## src/rtl/skip_pkg.sv

```systemverilog
// Shared constants for the skip-clock transmit and receive blocks.
// Holds the default pattern length and the counter width helper.
package skip_pkg;

    localparam int LEN_DEF = 16;

    // Bits needed to hold the values 0..max_val inclusive.
    function automatic int cnt_w(input int max_val);
        return (max_val < 1) ? 1 : $clog2(max_val + 1);
    endfunction

endpackage

```

## src/rtl/skip_sync.sv

```systemverilog
// N-stage synchronizer with a previous-value register and edge outputs.
// Edges stay masked until the chain and previous register hold real samples.
module skip_sync
    import skip_pkg::*;
#(
    parameter int N = 2
) (
    input  logic clk,
    input  logic rst_n,
    input  logic d,
    output logic q,
    output logic rise,
    output logic fall
);

    logic [N-1:0] sync_q;
    logic [N-1:0] sync_d;
    logic         prev_q;
    logic         prev_d;
    logic [N:0]   vld_q;
    logic [N:0]   vld_d;

    // Next-state for the synchronizer chain, previous value and warm-up mask.
    always_comb begin
        sync_d = {sync_q[N-2:0], d};
        prev_d = sync_q[N-1];
        vld_d  = {vld_q[N-1:0], 1'b1};
    end

    // Synchronizer, previous-value and warm-up registers.
    always_ff @(posedge clk or negedge rst_n) begin
        if (!rst_n) begin
            sync_q <= {N{1'b0}};
            prev_q <= 1'b0;
            vld_q  <= {(N + 1){1'b0}};
        end else begin
            sync_q <= sync_d;
            prev_q <= prev_d;
            vld_q  <= vld_d;
        end
    end

    assign q    = sync_q[N-1];
    assign rise = vld_q[N] &  sync_q[N-1] & ~prev_q;
    assign fall = vld_q[N] & ~sync_q[N-1] &  prev_q;

endmodule

```

## src/rtl/skip_decoder.sv

```systemverilog
// Decodes one mask bit per reference-clock period from iCLK/iSCLK and
// tracks whether the decoded stream repeats with period LEN.
module skip_decoder
    import skip_pkg::*;
#(
    parameter int LEN      = LEN_DEF,
    parameter int LOCK_CNT = 4,
    parameter int SYNC     = 2,
    parameter int TIMEOUT  = 1024
) (
    input  logic                    CLK,
    input  logic                    RST_N,
    input  logic                    iCLK,
    input  logic                    iSCLK,
    output logic                    oVALID,
    output logic                    oBIT,
    output logic [LEN-1:0]          oMASK,
    output logic [$clog2(LEN)-1:0]  oPHASE,
    output logic                    oLOCK,
    output logic                    oERR
);

    localparam int PW = $clog2(LEN);
    localparam int MW = cnt_w(LOCK_CNT * LEN);
    localparam int IW = cnt_w(TIMEOUT);
    localparam int FW = cnt_w(LEN);

    localparam logic [MW-1:0] MATCH_MAX = MW'(LOCK_CNT * LEN);
    localparam logic [MW-1:0] MATCH_PRE = MW'(LOCK_CNT * LEN - 1);
    localparam logic [IW-1:0] IDLE_MAX  = IW'(TIMEOUT);
    localparam logic [IW-1:0] IDLE_LAST = IW'(TIMEOUT - 1);
    localparam logic [FW-1:0] FILL_MAX  = FW'(LEN);
    localparam logic [PW-1:0] PHASE_MAX = PW'(LEN - 1);

    logic clk_s, clk_rise, clk_fall;
    logic sclk_s, sclk_rise, sclk_fall;

    skip_sync #(.N(SYNC)) u_sync_clk (
        .clk   (CLK),
        .rst_n (RST_N),
        .d     (iCLK),
        .q     (clk_s),
        .rise  (clk_rise),
        .fall  (clk_fall)
    );

    skip_sync #(.N(SYNC)) u_sync_sclk (
        .clk   (CLK),
        .rst_n (RST_N),
        .d     (iSCLK),
        .q     (sclk_s),
        .rise  (sclk_rise),
        .fall  (sclk_fall)
    );

    logic           armed_q, armed_d;
    logic           seen_q, seen_d;
    logic           valid_q, valid_d;
    logic           bit_q, bit_d;
    logic           err_q, err_d;
    logic           lock_q, lock_d;
    logic [LEN-1:0] mask_q, mask_d;
    logic [PW-1:0]  phase_q, phase_d;
    logic [FW-1:0]  fill_q, fill_d;
    logic [MW-1:0]  match_q, match_d;
    logic [IW-1:0]  idle_q, idle_d;

    logic decode_s, dec_bit_s, cmp_en_s, match_s;

    // Decode, pattern compare, lock tracking and idle timeout.
    always_comb begin
        // A fall only counts once a full high phase has been seen since reset.
        decode_s  = clk_fall & armed_q;
        // sclk edge terms absorb a one-cycle skew between the two synchronizers.
        dec_bit_s = seen_q | sclk_s | sclk_fall;
        cmp_en_s  = (fill_q == FILL_MAX);
        match_s   = (dec_bit_s == mask_q[LEN-1]);

        armed_d = armed_q | clk_rise;
        seen_d  = clk_fall ? 1'b0 : (seen_q | (clk_s & sclk_s) | sclk_rise);
        valid_d = 1'b0;
        bit_d   = bit_q;
        err_d   = 1'b0;
        lock_d  = lock_q;
        mask_d  = mask_q;
        phase_d = phase_q;
        fill_d  = fill_q;
        match_d = match_q;
        idle_d  = idle_q;

        if (decode_s) begin
            valid_d = 1'b1;
            bit_d   = dec_bit_s;
            mask_d  = {mask_q[LEN-2:0], dec_bit_s};
            phase_d = (phase_q == PHASE_MAX) ? PW'(0) : phase_q + PW'(1);
            idle_d  = IW'(0);
            if (!cmp_en_s) begin
                fill_d = fill_q + FW'(1);
            end else if (match_s) begin
                if (match_q != MATCH_MAX) begin
                    match_d = match_q + MW'(1);
                end else begin
                    match_d = match_q;
                end
                lock_d = lock_q | (match_q >= MATCH_PRE);
            end else begin
                match_d = MW'(0);
                lock_d  = 1'b0;
                err_d   = lock_q;
            end
        end else if (idle_q == IDLE_LAST) begin
            idle_d  = IDLE_MAX;
            lock_d  = 1'b0;
            match_d = MW'(0);
            fill_d  = FW'(0);
        end else if (idle_q != IDLE_MAX) begin
            idle_d = idle_q + IW'(1);
        end else begin
            idle_d = idle_q;
        end
    end

    // State and output registers.
    always_ff @(posedge CLK or negedge RST_N) begin
        if (!RST_N) begin
            armed_q <= 1'b0;
            seen_q  <= 1'b0;
            valid_q <= 1'b0;
            bit_q   <= 1'b0;
            err_q   <= 1'b0;
            lock_q  <= 1'b0;
            mask_q  <= {LEN{1'b0}};
            phase_q <= {PW{1'b0}};
            fill_q  <= {FW{1'b0}};
            match_q <= {MW{1'b0}};
            idle_q  <= {IW{1'b0}};
        end else begin
            armed_q <= armed_d;
            seen_q  <= seen_d;
            valid_q <= valid_d;
            bit_q   <= bit_d;
            err_q   <= err_d;
            lock_q  <= lock_d;
            mask_q  <= mask_d;
            phase_q <= phase_d;
            fill_q  <= fill_d;
            match_q <= match_d;
            idle_q  <= idle_d;
        end
    end

    assign oVALID = valid_q;
    assign oBIT   = bit_q;
    assign oMASK  = mask_q;
    assign oPHASE = phase_q;
    assign oLOCK  = lock_q;
    assign oERR   = err_q;

endmodule

```

## config.mk

```make
export PLATFORM = sky130hd
export DESIGN_NAME = skip_decoder
export DESIGN_NICKNAME = d
export VERILOG_FILES = /design/src/rtl/skip_pkg.sv /design/src/rtl/skip_sync.sv /design/src/rtl/skip_decoder.sv
export SDC_FILE = /design/constraint.sdc
export NUM_CORES = 1
export LEC_CHECK = 0
export BUFFER_PORTS_ARGS = -buffer_cell sky130_fd_sc_hd__buf_2
export CORE_MARGIN = 5
export CORE_UTILIZATION = 55
export DETAILED_ROUTE_END_ITERATION = 10
export GPL_TIMING_DRIVEN = 1
export PLACE_DENSITY = 0.85
export SYNTH_ARGS = -nofsm -noshare
export SYNTH_HDL_FRONTEND = slang
export SYNTH_SLANG_ARGS = --single-unit
```

## constraint.sdc

```tcl
create_clock -name CLK -period 3.5 [get_ports CLK]
set_input_delay 0.7 -clock CLK [delete_from_list [all_inputs] [get_ports CLK]]
set_output_delay 0.7 -clock CLK [all_outputs]
set_load 0.005 [all_outputs]
```

==> metrics <==
adder-cell share of the synthesized area 0.0338; CP max FO 32; placed cell count 326; Clock Tree Root clkbuf_8; sequential share of the synthesized area 0.550; global route overflow 0; top_reg_cell synth dfrtp_1; Synth Warn # 0; final hold vios 0; Synth Register Bits 57; Worst-Skew Late Latency 0.34 ns; status completed; Die Y 78.7 um; simple-gate share of the synthesized area 0.233; Slew HR 0.311; Setup Skew 0.0127 ns; Post-synth EDFFs 0; DRT antenna net count 0; nets 294; critical path, cell by cell nand4b_1 -> buf_4 -> inv_2 -> nor4_4 -> nor2_2 -> a211o_1; DRC 0; share of cells above drive strength 1 0.188; clk sinks 57; postcts setup bufs 0; Slowest-stage cell, CP nor4_4; Worst Path Arrival 2.53 ns; largest net degree at the start of global routing 50; TritonRoute pass-1 iters 4; WL/cell 14.9 um; DRT Wirelength 5080 um; Initial Util 0.557; fin. max-slew vios 0; LEAKAGE 1.48 nW; area fraction in compound gates after synthesis 0.0979; H-tree depth 3; Sum Neg Setup Slack 0 ns; synthesized cell area 2590 sq um; crit-path max cell delay 0.55 ns; Fillers 342; final cell count without fillers 342; Tightest Pin Transition 1.03 ns; pwr dens 572 nW/um^2; initial antenna violation count 0; DR vias 1936; Synth async-reset ratio 1.00; ANT cells 0; share of the synthesized area in the top cell type 0.550; die area 6190 sq um; xor and xnor area share after synthesis 0.0439; hold slack final 0.346 ns; HPWL after DPL 3330 um; main area contributors after synthesis dfrtp_1 55%, nand2_1 8.2%, ha_1 3.4%, xor2_1 2.7%, nor2_1 2.6%; Synth Instances 253; final setup vio count 0; number of CTS-inserted buffers 9; CP startpoint kind register; crit end category register; Reg clk slew, reported paths 0.07 ns; Hold-fix buffers, CTS 0; mux contribution to synthesized area 0.00386; # IOs 28; die width 78.7 um; Max Clock Freq 0.432 GHz; Max rail drop VDD 284 uV; unrepaired setup endpoints after global routing false; first-pass GRT wire length 8850 um; final critical-path required period 2.31 ns; post-CTS resize count 0; main combinational cell family by area after synthesis simple AND/OR/NAND/NOR gates; worst min-delay path category reg -> reg; initial DRC count 105; # rows 25; worst-case clock buffer depth 2; Synth area leader dfrtp_1; GRT Resource Usage Total 0.185; Via density 5.66; Port Buffers 27; Mean Syn Cell Area 10.3 sq um; CTS tree built; GPL Wtd Cong 0.805; Max Cap Violations 0; crit path kind reg -> reg; distinct cell type count of the synthesized netlist 50; Post-Syn Nets 264; vias in the first global route 1931; fin crit share 0.661; core area 4660 sq um; Critical Path RT 3.72 ns; commonest cells in the synthesized netlist 57 x dfrtp_1, 57 x nand2_1, 18 x nor2_1; Layout area overhead 13.3%
-- through the flow --
step	util	instance area [sq um]	worst slack, ns	power [mW]
CTS	0.631	2940	1.20	1.69
detailed placement	0.592	2760	1.21	1.14
finish	0.631	2940	1.19	1.68
global placement	0.592	2760	1.29	1.12
floorplan	-	2590	1.83	1.03
global route	0.631	2940	1.04	1.79
-- registers in the layout, summed over array words and instances (netlist names), 2 cells and up --
name	flops
u_sync_sclk.vld_q	2
oMASK	16
match_q	7
u_sync_sclk.sync_q	2
oPHASE	4
fill_q	5
u_sync_clk.sync_q	2
idle_q	11
-- kinds of logic (layout without fill, tap and decap cells) --
group | count (synthesis) | after routing
AND/OR/NAND/NOR | 119 | 119
flip-flops | 57 | 57
AO/OA/AOI/OAI | 34 | 34
buffers and inverters | 21 | 56
XOR/XNOR | 13 | 13
adder cells (fa/ha/maj) | 7 | 7
other | 1 | 1
multiplexers | 1 | 1
-- cell usage in the layout (no fill, tap or decap), types with 6 or more instances in the layout --
master,n
dfrtp_1,57
nand3_1,11
buf_2,27
nor4_1,6
nor2_1,18
clkbuf_8,10
xor2_1,8
nand2_1,57
a21oi_1,7
o21ai_0,6
inv_1,10
ha_1,7
-- worst max-delay path, delay by kind of cell, from the launching register on --
kind                   cells  cell delay [ns]
AO/OA/AOI/OAI              1             0.32
buffers and inverters      2             0.62
AND/OR/NAND/NOR            3             0.81
flip-flops                 1             0.43
-- per-layer routing --
metal	global-route usage	part of all wire	vias to the layer above
li1	-	-	934
met1	0.235	0.44	951
met2	0.285	0.50	44
met3	0.0544	0.045	7
met4	0.0962	0.012	0
met5	0	0	-
-- layout make-up --
type                       instances  area, sq um  area share
sequential                        57         1430       0.485
multi-input combinational        175         1070       0.365
timing repair buffer              29          150      0.0511
clock buffer                      10          138      0.0468
tap                               54         67.6      0.0230
clock inverter                     6         42.5      0.0145
inverter                          11         41.3      0.0140
-- path summary, 6_finish.rpt --
kind / startpoint / end / slack [ns] / cells past startpoint
max: u_sync_clk.vld_q[2] / match_q[3] / 1.19 / 6
min: u_sync_sclk.vld_q[1] / u_sync_clk.vld_q[2] / 0.35 / 0
max reg2reg: u_sync_clk.vld_q[2] / match_q[3] / 1.19 / 6
min reg2reg: u_sync_sclk.vld_q[1] / u_sync_clk.vld_q[2] / 0.35 / 0
max in group asynchronous: RST_N / oMASK[8] / 2.24 / 2
min in group asynchronous: RST_N / u_sync_clk.prev_q / 0.54 / 1
-- power by group --
part	total [mW]	internal, mW	leakage, nW	switching, mW
Combinational	0.260	0.123	0.647	0.137
Clock	0.551	0.276	0.0887	0.274
Sequential	0.870	0.752	0.742	0.118
Power figures use the tool's default switching activity.
